<file path="src/rtl/ro_measure_ctrl.sv">
// ---------------------------------------------------------------------------
// ro_measure_ctrl
//
// Purpose:
//   Register-controlled measurement controller for a ring-oscillator /
//   power-waster array. Software programs a measurement window, writes START,
//   and the block enables the array, waits a fixed settle time, and then
//   counts rising edges of the (asynchronous) oscillator output for exactly
//   WINDOW clock cycles. The result is readable through a small 4-register
//   window. A continuous mode re-arms the measurement window back-to-back
//   without dropping the enable.
//
// Register map (byte offsets from BASE_ADDR):
//   +0x0 CTRL   write: bit0 START, bit1 CONT, bit2 ABORT
//               read : {29'b0, 1'b0, CONT, 1'b0}
//   +0x4 WINDOW measurement length in clock cycles (0 skips measuring)
//   +0x8 COUNT  edges counted in the last/current window (saturating)
//   +0xC STATUS {29'b0, OVF, DONE, busy}
//   other addresses read as 32'hdeaddead
//
// Ports:
//   clk_main_a0  in   single clock, all state lives here
//   rst_main_a0  in   asynchronous active-high reset
//   wready       in   one-cycle register write strobe
//   wr_addr      in   [31:0] write address
//   wdata        in   [31:0] write data
//   arvalid_q    in   read request
//   araddr_q     in   [31:0] read address
//   rready       in   read-data accept
//   rvalid       out  read data valid
//   rdata        out  [31:0] read data
//   rresp        out  [1:0] read response, always OKAY
//   ro_enable    out  enable to the oscillator array
//   ro_out       in   oscillator output, asynchronous to clk_main_a0
//   busy         out  high while settling or measuring
// ---------------------------------------------------------------------------
module ro_measure_ctrl #(
  parameter int unsigned SETTLE_CYCLES = 16,
  parameter logic [31:0] BASE_ADDR     = 32'h0000_0510
) (
  input  logic        clk_main_a0,
  input  logic        rst_main_a0,
  input  logic        wready,
  input  logic [31:0] wr_addr,
  input  logic [31:0] wdata,
  input  logic        arvalid_q,
  input  logic [31:0] araddr_q,
  input  logic        rready,
  output logic        rvalid,
  output logic [31:0] rdata,
  output logic [1:0]  rresp,
  output logic        ro_enable,
  input  logic        ro_out,
  output logic        busy
);

  typedef enum logic [1:0] {
    IDLE    = 2'd0,
    SETTLE  = 2'd1,
    MEASURE = 2'd2,
    DONE    = 2'd3
  } state_t;

  localparam logic [31:0] ADDR_CTRL   = BASE_ADDR;
  localparam logic [31:0] ADDR_WINDOW = BASE_ADDR + 32'h4;
  localparam logic [31:0] ADDR_COUNT  = BASE_ADDR + 32'h8;
  localparam logic [31:0] ADDR_STATUS = BASE_ADDR + 32'hC;
  localparam logic [7:0]  SETTLE_LOAD = 8'(SETTLE_CYCLES);
  localparam logic [31:0] COUNT_MAX   = 32'hFFFF_FFFF;
  localparam logic [31:0] BAD_ADDR    = 32'hdeaddead;

  state_t      state_q;
  state_t      state_d;

  logic [7:0]  settle_cnt;
  logic [31:0] win_cnt;
  logic [31:0] window_reg;
  logic [31:0] window_shadow;
  logic [31:0] count;
  logic        cont;
  logic        restart_q;
  logic        restart_d;
  logic        done_flag;
  logic        ovf;

  logic        sync1;
  logic        sync2;
  logic        sync_prev;
  logic        edge_flag;

  logic        wr_ctrl;
  logic        wr_window;
  logic        abort_cmd;
  logic        start_cmd;
  logic        stop_cmd;

  logic        load_settle;
  logic        load_window;
  logic        clear_count;
  logic        enter_done;
  logic        clear_ovf;
  logic        clear_done;
  logic        count_en;
  logic        ro_enable_d;
  logic        busy_d;
  logic [31:0] read_mux;

  // Write decode. ABORT wins over START when both bits are set in one write;
  // a CTRL write with neither START nor ABORT is a "stop", which only has an
  // effect in DONE (return to IDLE).
  assign wr_ctrl   = wready && (wr_addr == ADDR_CTRL);
  assign wr_window = wready && (wr_addr == ADDR_WINDOW);
  assign abort_cmd = wr_ctrl && wdata[2];
  assign start_cmd = wr_ctrl && wdata[0] && !wdata[2];
  assign stop_cmd  = wr_ctrl && !wdata[0] && !wdata[2];

  assign edge_flag = sync2 && !sync_prev;
  assign rresp     = 2'b00;

  // Two-flop synchronizer for the free-running oscillator output, plus one
  // more flop holding the previous synchronized sample for edge detection.
  always_ff @(posedge clk_main_a0 or posedge rst_main_a0) begin
    if (rst_main_a0) begin
      sync1     <= 1'b0;
      sync2     <= 1'b0;
      sync_prev <= 1'b0;
    end else begin
      sync1     <= ro_out;
      sync2     <= sync1;
      sync_prev <= sync2;
    end
  end

  // State register.
  always_ff @(posedge clk_main_a0 or posedge rst_main_a0) begin
    if (rst_main_a0) begin
      state_q <= IDLE;
    end else begin
      state_q <= state_d;
    end
  end

  // Next-state and control strobes. The settle and window counters are
  // compared against 1 so that SETTLE lasts SETTLE_CYCLES cycles and MEASURE
  // lasts exactly WINDOW cycles. The window length used is the copy taken at
  // START, so WINDOW writes mid-run only matter for the next START. ABORT
  // overrides everything decided in the case statement.
  always_comb begin
    state_d     = state_q;
    load_settle = 1'b0;
    load_window = 1'b0;
    clear_count = 1'b0;
    enter_done  = 1'b0;
    clear_ovf   = 1'b0;
    clear_done  = 1'b0;
    restart_d   = restart_q;

    case (state_q)
      IDLE: begin
        if (start_cmd) begin
          state_d     = SETTLE;
          load_settle = 1'b1;
          clear_count = 1'b1;
        end
      end
      SETTLE: begin
        if (settle_cnt == 8'd1) begin
          if (window_shadow == 32'd0) begin
            state_d    = DONE;
            enter_done = 1'b1;
          end else begin
            state_d     = MEASURE;
            load_window = 1'b1;
          end
        end
      end
      MEASURE: begin
        if (win_cnt == 32'd1) begin
          state_d    = DONE;
          enter_done = 1'b1;
        end
      end
      DONE: begin
        if (start_cmd) begin
          state_d     = SETTLE;
          load_settle = 1'b1;
          clear_count = 1'b1;
        end else if (stop_cmd) begin
          state_d   = IDLE;
          clear_ovf = 1'b1;
        end else if (restart_q) begin
          state_d     = MEASURE;
          load_window = 1'b1;
          clear_count = 1'b1;
        end
      end
      default: begin
        state_d = IDLE;
      end
    endcase

    if (abort_cmd) begin
      state_d     = IDLE;
      load_settle = 1'b0;
      load_window = 1'b0;
      clear_count = 1'b0;
      enter_done  = 1'b0;
      clear_ovf   = 1'b0;
      clear_done  = 1'b1;
    end

    // A fresh START also starts a fresh status.
    if (load_settle) begin
      clear_ovf = 1'b1;
    end
    if (clear_ovf) begin
      clear_done = 1'b1;
    end

    // Continuous mode is decided on the way into DONE; a zero window never
    // re-arms, otherwise the restarted window counter would start at zero.
    if (enter_done) begin
      restart_d = cont && (window_shadow != 32'd0);
    end else if (state_d != DONE) begin
      restart_d = 1'b0;
    end

    ro_enable_d = (state_d == SETTLE) || (state_d == MEASURE) ||
                  ((state_d == DONE) && restart_d);
    busy_d      = (state_d == SETTLE) || (state_d == MEASURE);

    // An ABORT in the same cycle as an edge freezes COUNT at its old value.
    count_en    = (state_q == MEASURE) && edge_flag && !abort_cmd;
  end

  // ro_enable and busy are registered from the next state so the enable to
  // the oscillator array comes straight off a flop.
  always_ff @(posedge clk_main_a0 or posedge rst_main_a0) begin
    if (rst_main_a0) begin
      ro_enable <= 1'b0;
      busy      <= 1'b0;
      restart_q <= 1'b0;
    end else begin
      ro_enable <= ro_enable_d;
      busy      <= busy_d;
      restart_q <= restart_d;
    end
  end

  // Settle and window down-counters.
  always_ff @(posedge clk_main_a0 or posedge rst_main_a0) begin
    if (rst_main_a0) begin
      settle_cnt <= 8'd0;
      win_cnt    <= 32'd0;
    end else begin
      if (load_settle) begin
        settle_cnt <= SETTLE_LOAD;
      end else if (state_q == SETTLE) begin
        settle_cnt <= settle_cnt - 8'd1;
      end

      if (load_window) begin
        win_cnt <= window_shadow;
      end else if (state_q == MEASURE) begin
        win_cnt <= win_cnt - 32'd1;
      end
    end
  end

  // Software-visible configuration: CONT is taken from every CTRL write, and
  // WINDOW is copied into a shadow at START for use by the running FSM.
  always_ff @(posedge clk_main_a0 or posedge rst_main_a0) begin
    if (rst_main_a0) begin
      cont          <= 1'b0;
      window_reg    <= 32'd0;
      window_shadow <= 32'd0;
    end else begin
      if (wr_ctrl) begin
        cont <= wdata[1];
      end
      if (wr_window) begin
        window_reg <= wdata;
      end
      if (load_settle) begin
        window_shadow <= window_reg;
      end
    end
  end

  // Edge counter with saturation. An edge arriving with COUNT already at
  // its maximum sets OVF instead of wrapping.
  always_ff @(posedge clk_main_a0 or posedge rst_main_a0) begin
    if (rst_main_a0) begin
      count <= 32'd0;
      ovf   <= 1'b0;
    end else begin
      if (clear_count) begin
        count <= 32'd0;
      end else if (count_en && (count != COUNT_MAX)) begin
        count <= count + 32'd1;
      end

      if (clear_ovf) begin
        ovf <= 1'b0;
      end else if (count_en && (count == COUNT_MAX)) begin
        ovf <= 1'b1;
      end
    end
  end

  // Sticky DONE status: set on every entry to DONE (including each window
  // in continuous mode), cleared by START, ABORT or a stop write in DONE.
  always_ff @(posedge clk_main_a0 or posedge rst_main_a0) begin
    if (rst_main_a0) begin
      done_flag <= 1'b0;
    end else begin
      if (enter_done) begin
        done_flag <= 1'b1;
      end else if (clear_done) begin
        done_flag <= 1'b0;
      end
    end
  end

  // Read data selection from the current register values.
  always_comb begin
    read_mux = BAD_ADDR;
    if (araddr_q == ADDR_CTRL) begin
      read_mux = {29'd0, 1'b0, cont, 1'b0};
    end else if (araddr_q == ADDR_WINDOW) begin
      read_mux = window_reg;
    end else if (araddr_q == ADDR_COUNT) begin
      read_mux = count;
    end else if (araddr_q == ADDR_STATUS) begin
      read_mux = {29'd0, ovf, done_flag, busy};
    end
  end

  // Read channel: one outstanding read. Requests arriving while data is
  // still waiting for rready are dropped, and rdata returns to zero once
  // the data has been accepted.
  always_ff @(posedge clk_main_a0 or posedge rst_main_a0) begin
    if (rst_main_a0) begin
      rvalid <= 1'b0;
      rdata  <= 32'd0;
    end else begin
      if (rvalid && rready) begin
        rvalid <= 1'b0;
        rdata  <= 32'd0;
      end else if (arvalid_q && !rvalid) begin
        rvalid <= 1'b1;
        rdata  <= read_mux;
      end
    end
  end

endmodule
</file>
<file path="config.mk">
export PLATFORM = sky130hd
export DESIGN_NAME = ro_measure_ctrl
export DESIGN_NICKNAME = d
export VERILOG_FILES = /design/src/rtl/ro_measure_ctrl.sv
export SDC_FILE = /design/constraint.sdc
export NUM_CORES = 1
export LEC_CHECK = 0
export BUFFER_PORTS_ARGS = -buffer_cell sky130_fd_sc_hd__clkbuf_2
export CAP_MARGIN = 20
export CORE_UTILIZATION = 48
export CTS_BUF_LIST = sky130_fd_sc_hd__clkbuf_8
export CTS_CLUSTER_SIZE = 20
export DETAILED_ROUTE_END_ITERATION = 8
export PLACE_DENSITY = 0.78
export SLEW_MARGIN = 20
export SYNTH_ARGS = -nofsm -noshare
export SYNTH_HDL_FRONTEND = slang
export SYNTH_SLANG_ARGS = --single-unit
</file>
<file path="constraint.sdc">
create_clock -name clk_main_a0 -period 8.2 [get_ports clk_main_a0]
set_input_delay 1.23 -clock clk_main_a0 [delete_from_list [all_inputs] [get_ports clk_main_a0]]
set_output_delay 1.23 -clock clk_main_a0 [all_outputs]
set_load 0.03 [all_outputs]
</file>
### After elaboration in Yosys (flattened, before gate mapping)

Index checks and enable logic that the tools add are counted.

* add/subtract/negate cells: 3
* equality and inequality tests: 17
* multiplexer cells: 54
* reduce and logical (&&, ||, !) cells: 33

Operators with widths (count)
* $mux W32: 10
* $eq A32 B11 Y1 const B: 6
* $add A32 B1 Y32 const B: 1
* $eq A32 B1 Y1 const B: 1
* $eq A32 B32 Y1 const B: 1
* $logic_not A32 Y1: 1
* $ne A32 B32 Y1 const B: 1
* $reduce_bool A32 Y1: 1
* $sub A32 B1 Y32 const B: 1
* $mux W1: 31
* $logic_and A1 B1 Y1: 16
* $mux W8: 2
* $mux W2: 7
* $reduce_bool A2 Y1: 6
* $eq A2 B2 Y1 const B: 4
* $eq A8 B1 Y1 const B: 1
* $pmux W2 S4: 1
* $sub A8 B1 Y8 const B: 1
* $pmux W1 S2: 3
* $logic_not A1 Y1: 5
* $eq A2 B1 Y1 const B: 2
* $logic_not A2 Y1: 1
* $logic_or A1 B1 Y1: 2
* $ne A2 B2 Y1 const B: 1
* $reduce_or A2 Y1: 1

* register bits: 180
* input bits: 102
* output and inout port bits: 37
* logic and storage cells: 124

### Longest topological paths before layout

Gate-level depths: netlist of run 1.

* word-level depth: 13
* mapped depth: 11

### Worst setup path before layout of run 1

No wires, ideal clock.

* kind: input to register
* start: input port wr_addr[16]
* end: register ro_enable
* setup time: 0.118 ns
* arrival time: 3.318 ns
* data required time: 8.082 ns
* setup slack: 4.764 ns
* stages on the path: 9
* cell sequence: nor4_1 -> nand4_1 -> nor4_1 -> clkbuf_1 -> buf_2 -> a31oi_1 -> a21boi_0 -> ha_1 -> a21o_1

* elaborated cells between the ends (all ways): 22

RTL lines
* start, declared: RTL line 44 `input logic [31:0] wr_addr,`
* $eq A32 B11 Y1 (*): RTL line 111 `assign wr_ctrl = wready && (wr_addr == ADDR_CTRL);`
* $logic_and A1 B1 Y1 (*): RTL line 111
* $logic_and A1 B1 Y1 (2 in series): RTL line 115 `assign stop_cmd = wr_ctrl && !wdata[0] && !wdata[2];`
* $mux W2: RTL line 188 `end else if (stop_cmd) begin`
* $mux W2: RTL line 184 `if (start_cmd) begin`
* $pmux W2 S4: RTL line 158 `case (state_q)`
* $mux W2 (*): RTL line 202 `if (abort_cmd) begin`
* net state_d[0]: RTL line 73 `state_t state_d;`
* $eq A2 B1 Y1 / $eq A2 B2 Y1 (equally long branches)
* $logic_or A1 B1 Y1 (*)
* net busy_d: RTL line 105 `logic busy_d;`
* $logic_or A1 B1 Y1 (*): RTL line 228 `ro_enable_d = (state_d == SETTLE) || (state_d == MEASURE) ||`
* net ro_enable_d: RTL line 104 `logic ro_enable_d;`
* end signal, assigned: RTL line 244 `ro_enable <= ro_enable_d;`
* end, declared: RTL line 52 `output logic ro_enable,`

The timed path passes the listed nets; every way through them passes the cells marked *.
A chain may end at the register's enable or synchronous reset.

### Worst setup path in the final report of run 1

* start: register state_q[0]
* end: register ro_enable

* elaborated cells between the ends (all ways): 23

RTL lines
* start, declared: RTL line 72 `state_t state_q;`
* start signal, assigned: RTL line 139 `state_q <= state_d;`
* $mux W2: RTL line 191 `end else if (restart_q) begin`
* $mux W2: RTL line 188
* $mux W2: RTL line 184
* $pmux W2 S4 (*): RTL line 158
* $mux W2 (*): RTL line 202
* net state_d[0]: RTL line 73
* $eq A2 B1 Y1 / $eq A2 B2 Y1 (equally long branches)
* $logic_or A1 B1 Y1 (*)
* net busy_d: RTL line 105
* $logic_or A1 B1 Y1 (*): RTL line 228
* net ro_enable_d: RTL line 104

Marked as above.

==> load_flow_metrics.sql, run 1 <==
INSERT INTO impl_metrics (metric_group, metric, value, unit) VALUES
('run_status', 'result_of_the_run', 'completed', ''),
('clock_network', 'cts.sink_count', '180', ''),
('yosys', 'synthesis.area', '8600', 'µm²'),
('yosys', 'number_of_synthesized_flops_with_an_enable_pin', '0', ''),
('global_routing', 'globalRouteTotalUtil', '23.7', '%'),
('timing', 'timing.hold.ws', '0.355', 'ns'),
('finish', 'final_design_area_no_fill', '9880', 'µm²'),
('critical_path', 'crit_path_max_fanout', '9', ''),
('clock_network', 'postCtsResizedCells', '0', ''),
('timing', 'final.setup_skew', '0.0163', 'ns'),
('finish', 'finalNetCount', '1053', ''),
('yosys', 'postSynthCellCount', '818', ''),
('detailed_routing', 'first_pass_iters', '4', ''),
('yosys', 'synth-seq-area-share', '52.4', '%'),
('timing', 'post-route-period-util', '42.0', '%'),
('finish', 'areaGrowthSynthToFinish', '14.8', '%'),
('finish', 'layout.cells.non_filler', '1178', ''),
('yosys', 'synth_async_sr_flop_share', '100', '%'),
('detailed_routing', 'wl_met1', '8860', 'µm'),
('timing', 'final_period_minus_worst_setup_slack', '3.44', 'ns'),
('placed_design', 'pre_cts_slack', '4.37', 'ns'),
('detailed_routing', 'remaining_drc_errors', '0', ''),
('placed_design', 'place_area', '9490', 'µm²'),
('clock_network', 'cts_htree_levels', '4', ''),
('clock_network', 'clock_tree.root_cell', 'clkbuf_8', ''),
('critical_path', 'critPathKind', 'reg2reg', ''),
('detailed_routing', 'drt-initial-drc-count', '514', ''),
('detailed_routing', 'drt.antenna.violating_nets', '0', ''),
('run', 'maxCapViolations', '0', ''),
('floorplanning', 'fp.coreArea', '17400', 'µm²'),
('detailed_routing', 'route.detailed.vias_per_inst', '5.82', ''),
('clock_network', 'post_cts_hold_buffer_count', '0', ''),
('detailed_routing', 'routed_wl', '20600', 'µm'),
('yosys', 'synthFlopType', 'dfrtp_1', ''),
('global_routing', 'grt.overflow.total', '0', ''),
('global_routing', 'grt_start_max_net_pins', '109', ''),
('floorplanning', 'io_pins', '139', ''),
('timing', 'setup-tns-final', '0', 'ns'),
('power_and_ir_drop', 'pwr_density_cell', '194', 'nW/µm²'),
('global_routing', 'first_global_vias', '6598', ''),
('timing', 'clock.fmax', '0.291', 'GHz'),
('global_routing', 'first_pass_grt_wire_length', '33400', 'µm'),
('clock_network', 'cts_max_path_buffers', '2', ''),
('critical_path', 'worstPathArrival', '3.82', 'ns'),
('finish', 'post-route-util', '56.7', '%'),
('placed_design', 'routability_congestion_estimate_from_global_placement', '0.872', ''),
('timing', 'timing.final.setup_violations', '0', ''),
('placed_design', 'dp.final_hpwl', '14900', 'µm'),
('clock_network', 'clock_latency', '0.49', 'ns'),
('power_and_ir_drop', 'report.power.total', '1.92', 'mW'),
('floorplanning', 'die_width', '136', 'µm'),
('global_routing', 'antenna_found_initial', '0', ''),
('critical_path', 'critical_path.most_common_cell', 'ha_1', ''),
('timing', 'worst-slew-pin-transition', '0.951', 'ns'),
('power_and_ir_drop', 'leakage_power', '4.32', 'nW'),
('detailed_routing', 'top_signal_layer_used', 'met4', ''),
('critical_path', 'crit_path_top_delay_cell', 'nor4b_1', ''),
('finish', 'insertedDiodeCount', '0', ''),
('finish', 'drive_above_1_share', '27.1', '%'),
('power_and_ir_drop', 'power.ir.vdd_worst', '0.117', 'mV'),
('timing', 'max-slew-margin-rel', '36.6', '%'),
('detailed_routing', 'met2WireLength', '10200', 'µm'),
('placed_design', 'port_buffers', '136', ''),
('detailed_routing', 'routed-wl-met3', '1120', 'µm'),
('timing', 'fin_ws', '4.76', 'ns'),
('timing', 'hold_violations', '0', ''),
('timing', 'grt_setup_unrepaired', 'no', ''),
('floorplanning', 'floorplan.die.height', '136', 'µm'),
('clock_network', 'clk_pin_slew_worst_paths', '0.10', 'ns'),
('critical_path', 'cpPeakStageDelay', '0.77', 'ns'),
('critical_path', 'startpoint_type', 'register', '');
[cell usage in the layout (no fill, tap or decap), drive strengths merged, types with 5 or more instances in the layout]
cell and instances:
nand3 17, clkinv 6, or3 13, xnor2 34
nand2 97, buf 8, nand4 18, o21ai 78
nor2 46, o31ai 5, a221oi 22, dfrtp 180
xor2 20, mux2 67, and3 9, a22oi 10
nand3b 6, nor4 42, nor3 17, a21oi 18
ha 11, clkbuf 153, inv 21, or4 11
[cell type report]
| cell class | instances | area [µm²] |
|---|---|---|
| clock inverters | 15 | 141 |
| multi-input cells | 585 | 3920 |
| fillers | 1474 | 7540 |
| repair buffers | 144 | 744 |
| clock buffers | 17 | 234 |
| flip-flops and latches | 180 | 4500 |
| inverters | 12 | 50.0 |
| well taps | 225 | 282 |
[synth_stat cells, types with 10 or more instances]
cell      instances  share of area, %
mux2_2           67               8.8
o21ai_0          77               4.5
a221oi_1         22               2.2
ha_1             11               1.6
nand2_1          97               4.2
nand3_1          17              0.99
nor4_1           41               3.0
xnor2_1          34               3.5
a22oi_1          10              0.87
or3_1            13              0.95
xor2_1           20               2.0
dfrtp_1         180                52
nor2_1           46               2.0
inv_1            12              0.52
or4_1            10              0.87
nor3_1           16              0.93
clkbuf_1         34               1.5
nand4_1          18               1.3
a21oi_1          18               1.0
[metal layers]
layer,up-vias,global-route usage [%]
li1,3220,-
met1,3384,31.2
met2,219,39.2
met3,38,4.96
met4,0,7.35
met5,-,0
[kinds of logic after synthesis]
kind of cell / share of synthesized area (%)
other: 0.0436
flip-flops: 52.4
multiplexers: 9.15
AO/OA/AOI/OAI: 10.7
buffers and inverters: 2.66
adder cells (fa/ha/maj): 1.60
XOR/XNOR: 5.50
AND/OR/NAND/NOR: 18.0
[path summary, 6_finish.rpt]
path                                         end  slack (ns)        start  cells after the start
worst max-delay path                   ro_enable        4.76   state_q[0]                     10
worst min-delay path                       sync2        0.36        sync1                      0
worst max register to register         ro_enable        4.76   state_q[0]                     10
worst min register to register             sync2        0.36        sync1                      0
max in group asynchronous       window_shadow[4]        5.81  rst_main_a0                      3
min in group asynchronous         window_reg[21]        0.93  rst_main_a0                      2
[where the power goes]
group          switching [mW]  leakage, nW  internal [mW]
Combinational           0.226         1.88          0.123
Sequential             0.0489         2.25          0.939
Clock                   0.358        0.196          0.224
Total                   0.632         4.32           1.29
(Power assumes the default switching activity.)
==> inputs of run 2 (changes only) <==
Clock period 8.2 ns to 3.4 ns, I/O delays scaled along.
==> run 2 against run 1 <==
Core utilization increased by 0.67 points. Cell count increased by 0.76%. Sequential power increased by 140%. Design area increased by 1.2%. Non-clock buffer count increased by 11. Via count increased by 2.5%. Highest routed layer unchanged.
==> load_flow_metrics.sql, run 2 (synthesized netlist as in run 1, its figures left out) <==
INSERT INTO impl_metrics (metric_group, metric, value, unit) VALUES
('placed_design', 'port_buffers', '136', ''),
('global_routing', 'grt_start_max_net_pins', '65', ''),
('timing', 'final.setup_skew', '0.0106', 'ns'),
('timing', 'final-max-slew-violation-count', '0', ''),
('detailed_routing', 'dr_total_vias', '7030', ''),
('critical_path', 'end_kind', 'register', ''),
('finish', 'insertedDiodeCount', '0', ''),
('detailed_routing', 'remaining_drc_errors', '0', ''),
('timing', 'post-route-period-util', '91.1', '%'),
('critical_path', 'worstPathArrival', '3.46', 'ns'),
('timing', 'worst-slew-pin-transition', '0.887', 'ns'),
('power_and_ir_drop', 'seq_power_share', '50.5', '%'),
('power_and_ir_drop', 'pwr_density_cell', '473', 'nW/µm²'),
('timing', 'grt_setup_unrepaired', 'no', ''),
('global_routing', 'grt.overflow.total', '0', ''),
('power_and_ir_drop', 'cellInternalPower', '3.32', 'mW'),
('placed_design', 'place_area', '9590', 'µm²'),
('placed_design', 'pre_cts_slack', '0.411', 'ns'),
('global_routing', 'first_global_vias', '6939', ''),
('floorplanning', 'floorplan.die.height', '136', 'µm'),
('hold_path', 'hold_path.class', 'in2reg', ''),
('critical_path', 'critical_path_required', '3.76', 'ns'),
('power_and_ir_drop', 'comb_power_share', '18.0', '%'),
('floorplanning', 'fp.coreArea', '17400', 'µm²'),
('floorplanning', 'design.die.area', '18500', 'µm²'),
('finish', 'areaGrowthSynthToFinish', '16.2', '%'),
('power_and_ir_drop', 'power_switching_share', '29.7', '%'),
('clock_network', 'number_of_buffers_added_by_the_clock_tree_synthesis_step', '17', ''),
('run', 'maxCapViolations', '0', ''),
('detailed_routing', 'drt-initial-drc-count', '602', ''),
('clock_network', 'postCtsResizedCells', '0', ''),
('timing', 'final_period_minus_worst_setup_slack', '3.10', 'ns'),
('global_routing', 'antenna_found_initial', '0', ''),
('power_and_ir_drop', 'total_switching_power', '1.40', 'mW'),
('detailed_routing', 'routed_wl', '21300', 'µm'),
('finish', 'final_design_area_no_fill', '9990', 'µm²'),
('timing', 'clock.fmax', '0.323', 'GHz'),
('power_and_ir_drop', 'leakage_power', '4.39', 'nW'),
('detailed_routing', 'route.detailed.vias_per_inst', '5.92', ''),
('critical_path', 'crit_path_max_fanout', '9', ''),
('floorplanning', 'io_pins', '139', ''),
('finish', 'final_common_cell', 'dfrtp_1', ''),
('floorplanning', 'rows', '48', ''),
('clock_network', 'postCtsSetupBuffers', '0', ''),
('clock_network', 'cts_htree_levels', '4', ''),
('global_routing', 'globalRouteTotalUtil', '24.6', '%'),
('clock_network', 'clk_pin_slew_worst_paths', '0.08', 'ns'),
('timing', 'max-slew-margin-rel', '40.7', '%'),
('clock_network', 'clock_tree.root_cell', 'clkbuf_8', ''),
('power_and_ir_drop', 'report.power.total', '4.72', 'mW'),
('critical_path', 'startpoint_type', 'register', ''),
('timing', 'timing.final.setup_violations', '0', ''),
('placed_design', 'dp.final_hpwl', '15400', 'µm'),
('timing', 'setup-tns-final', '0', 'ns'),
('detailed_routing', 'drt.antenna.violating_nets', '0', ''),
('timing', 'fin_ws', '0.303', 'ns'),
('power_and_ir_drop', 'share_clk_of_total_power', '31.5', '%'),
('clock_network', 'tritoncts_clock_tree', 'built', ''),
('clock_network', 'cts_max_path_buffers', '2', ''),
('clock_network', 'post_cts_hold_buffer_count', '0', ''),
('floorplanning', 'floorplan.initialDensity', '49.4', '%'),
('critical_path', 'r2r_slack', '0.30', 'ns'),
('global_routing', 'first_pass_grt_wire_length', '34900', 'µm'),
('placed_design', 'routability_congestion_estimate_from_global_placement', '0.910', ''),
('floorplanning', 'die_width', '136', 'µm'),
('clock_network', 'clock_latency', '0.47', 'ns'),
('finish', 'commonest_cells_after_routing_fill_and_taps_aside', 'dfrtp_1, clkbuf_2, nand2_1, o21ai_0, mux2_2', ''),
('finish', 'finalNetCount', '1064', ''),
('critical_path', 'critPathKind', 'reg2reg', ''),
('detailed_routing', 'wl_per_cell', '17.9', 'µm'),
('clock_network', 'cts.sink_count', '180', ''),
('power_and_ir_drop', 'power.ir.vdd_worst', '0.323', 'mV'),
('finish', 'drive_above_1_share', '27.4', '%'),
('timing', 'hold_violations', '0', ''),
('run_status', 'result_of_the_run', 'completed', ''),
('detailed_routing', 'first_pass_iters', '5', '');
run 2: critical path: stages, from the launching register on:
cell and delay (ns):
dfrtp_1 0.45, inv_1 0.14, ha_1 0.40, nor4b_1 0.28, buf_4 0.18, and3_1 0.16
nand4_1 0.26, nand2_1 0.21, a211oi_1 0.06, a21boi_0 0.37, ha_1 0.32, a21o_1 0.16
run 2: area by class of cell:
cell class	instances	area, µm²
fill	1459	7420
sequential	180	4500
multi-input combinational	585	3910
timing repair buffer	155	848
tap	225	282
clock buffer	19	262
clock inverter	11	138
inverter	12	48.8
run 2: through the flow:
stage | hold slack, ns | utilization (%) | std cells
3_5_place_dp | 0.346 | 55.1 | 1157
2_1_floorplan | 0.331 | - | 819
5_1_grt | 0.128 | 57.4 | 1187
3_3_place_gp | 0.343 | 55.1 | 1157
4_1_cts | 0.129 | 57.4 | 1187
6_report | 0.147 | 57.4 | 1187
run 2: final timing paths:
check | start | endpoint | cells past startpoint
worst min-delay path | ro_out | sync1 | 1
worst min register to register | sync1 | sync2 | 0
worst max-delay path | state_q[0] | ro_enable | 11
worst max register to register | state_q[0] | ro_enable | 11
min in group asynchronous | rst_main_a0 | window_reg[8] | 2
max in group asynchronous | rst_main_a0 | busy | 3
run 2: power by group through the flow:
| stage | Sequential, mW | Clock, mW | Combinational, mW |
|---|---|---|---|
| 2_1_floorplan | 2.50 | 0 | 0.486 |
| 3_5_place_dp | 2.42 | 0 | 0.851 |
| 6_report | 2.38 | 1.49 | 0.850 |
| 4_1_cts | 2.38 | 1.51 | 0.854 |
| 5_1_grt | 2.40 | 1.60 | 0.953 |
| 3_3_place_gp | 2.42 | 0 | 0.819 |
run 2: per-layer routing:
metal / part of all wire [%] / up-vias / GRT usage [%]
met5: 0 / - / 0
met4: 3.3 / 0 / 11.8
met3: 5.7 / 57 / 4.88
met2: 49 / 251 / 39.6
met1: 42 / 3486 / 32.0
li1: - / 3236 / -
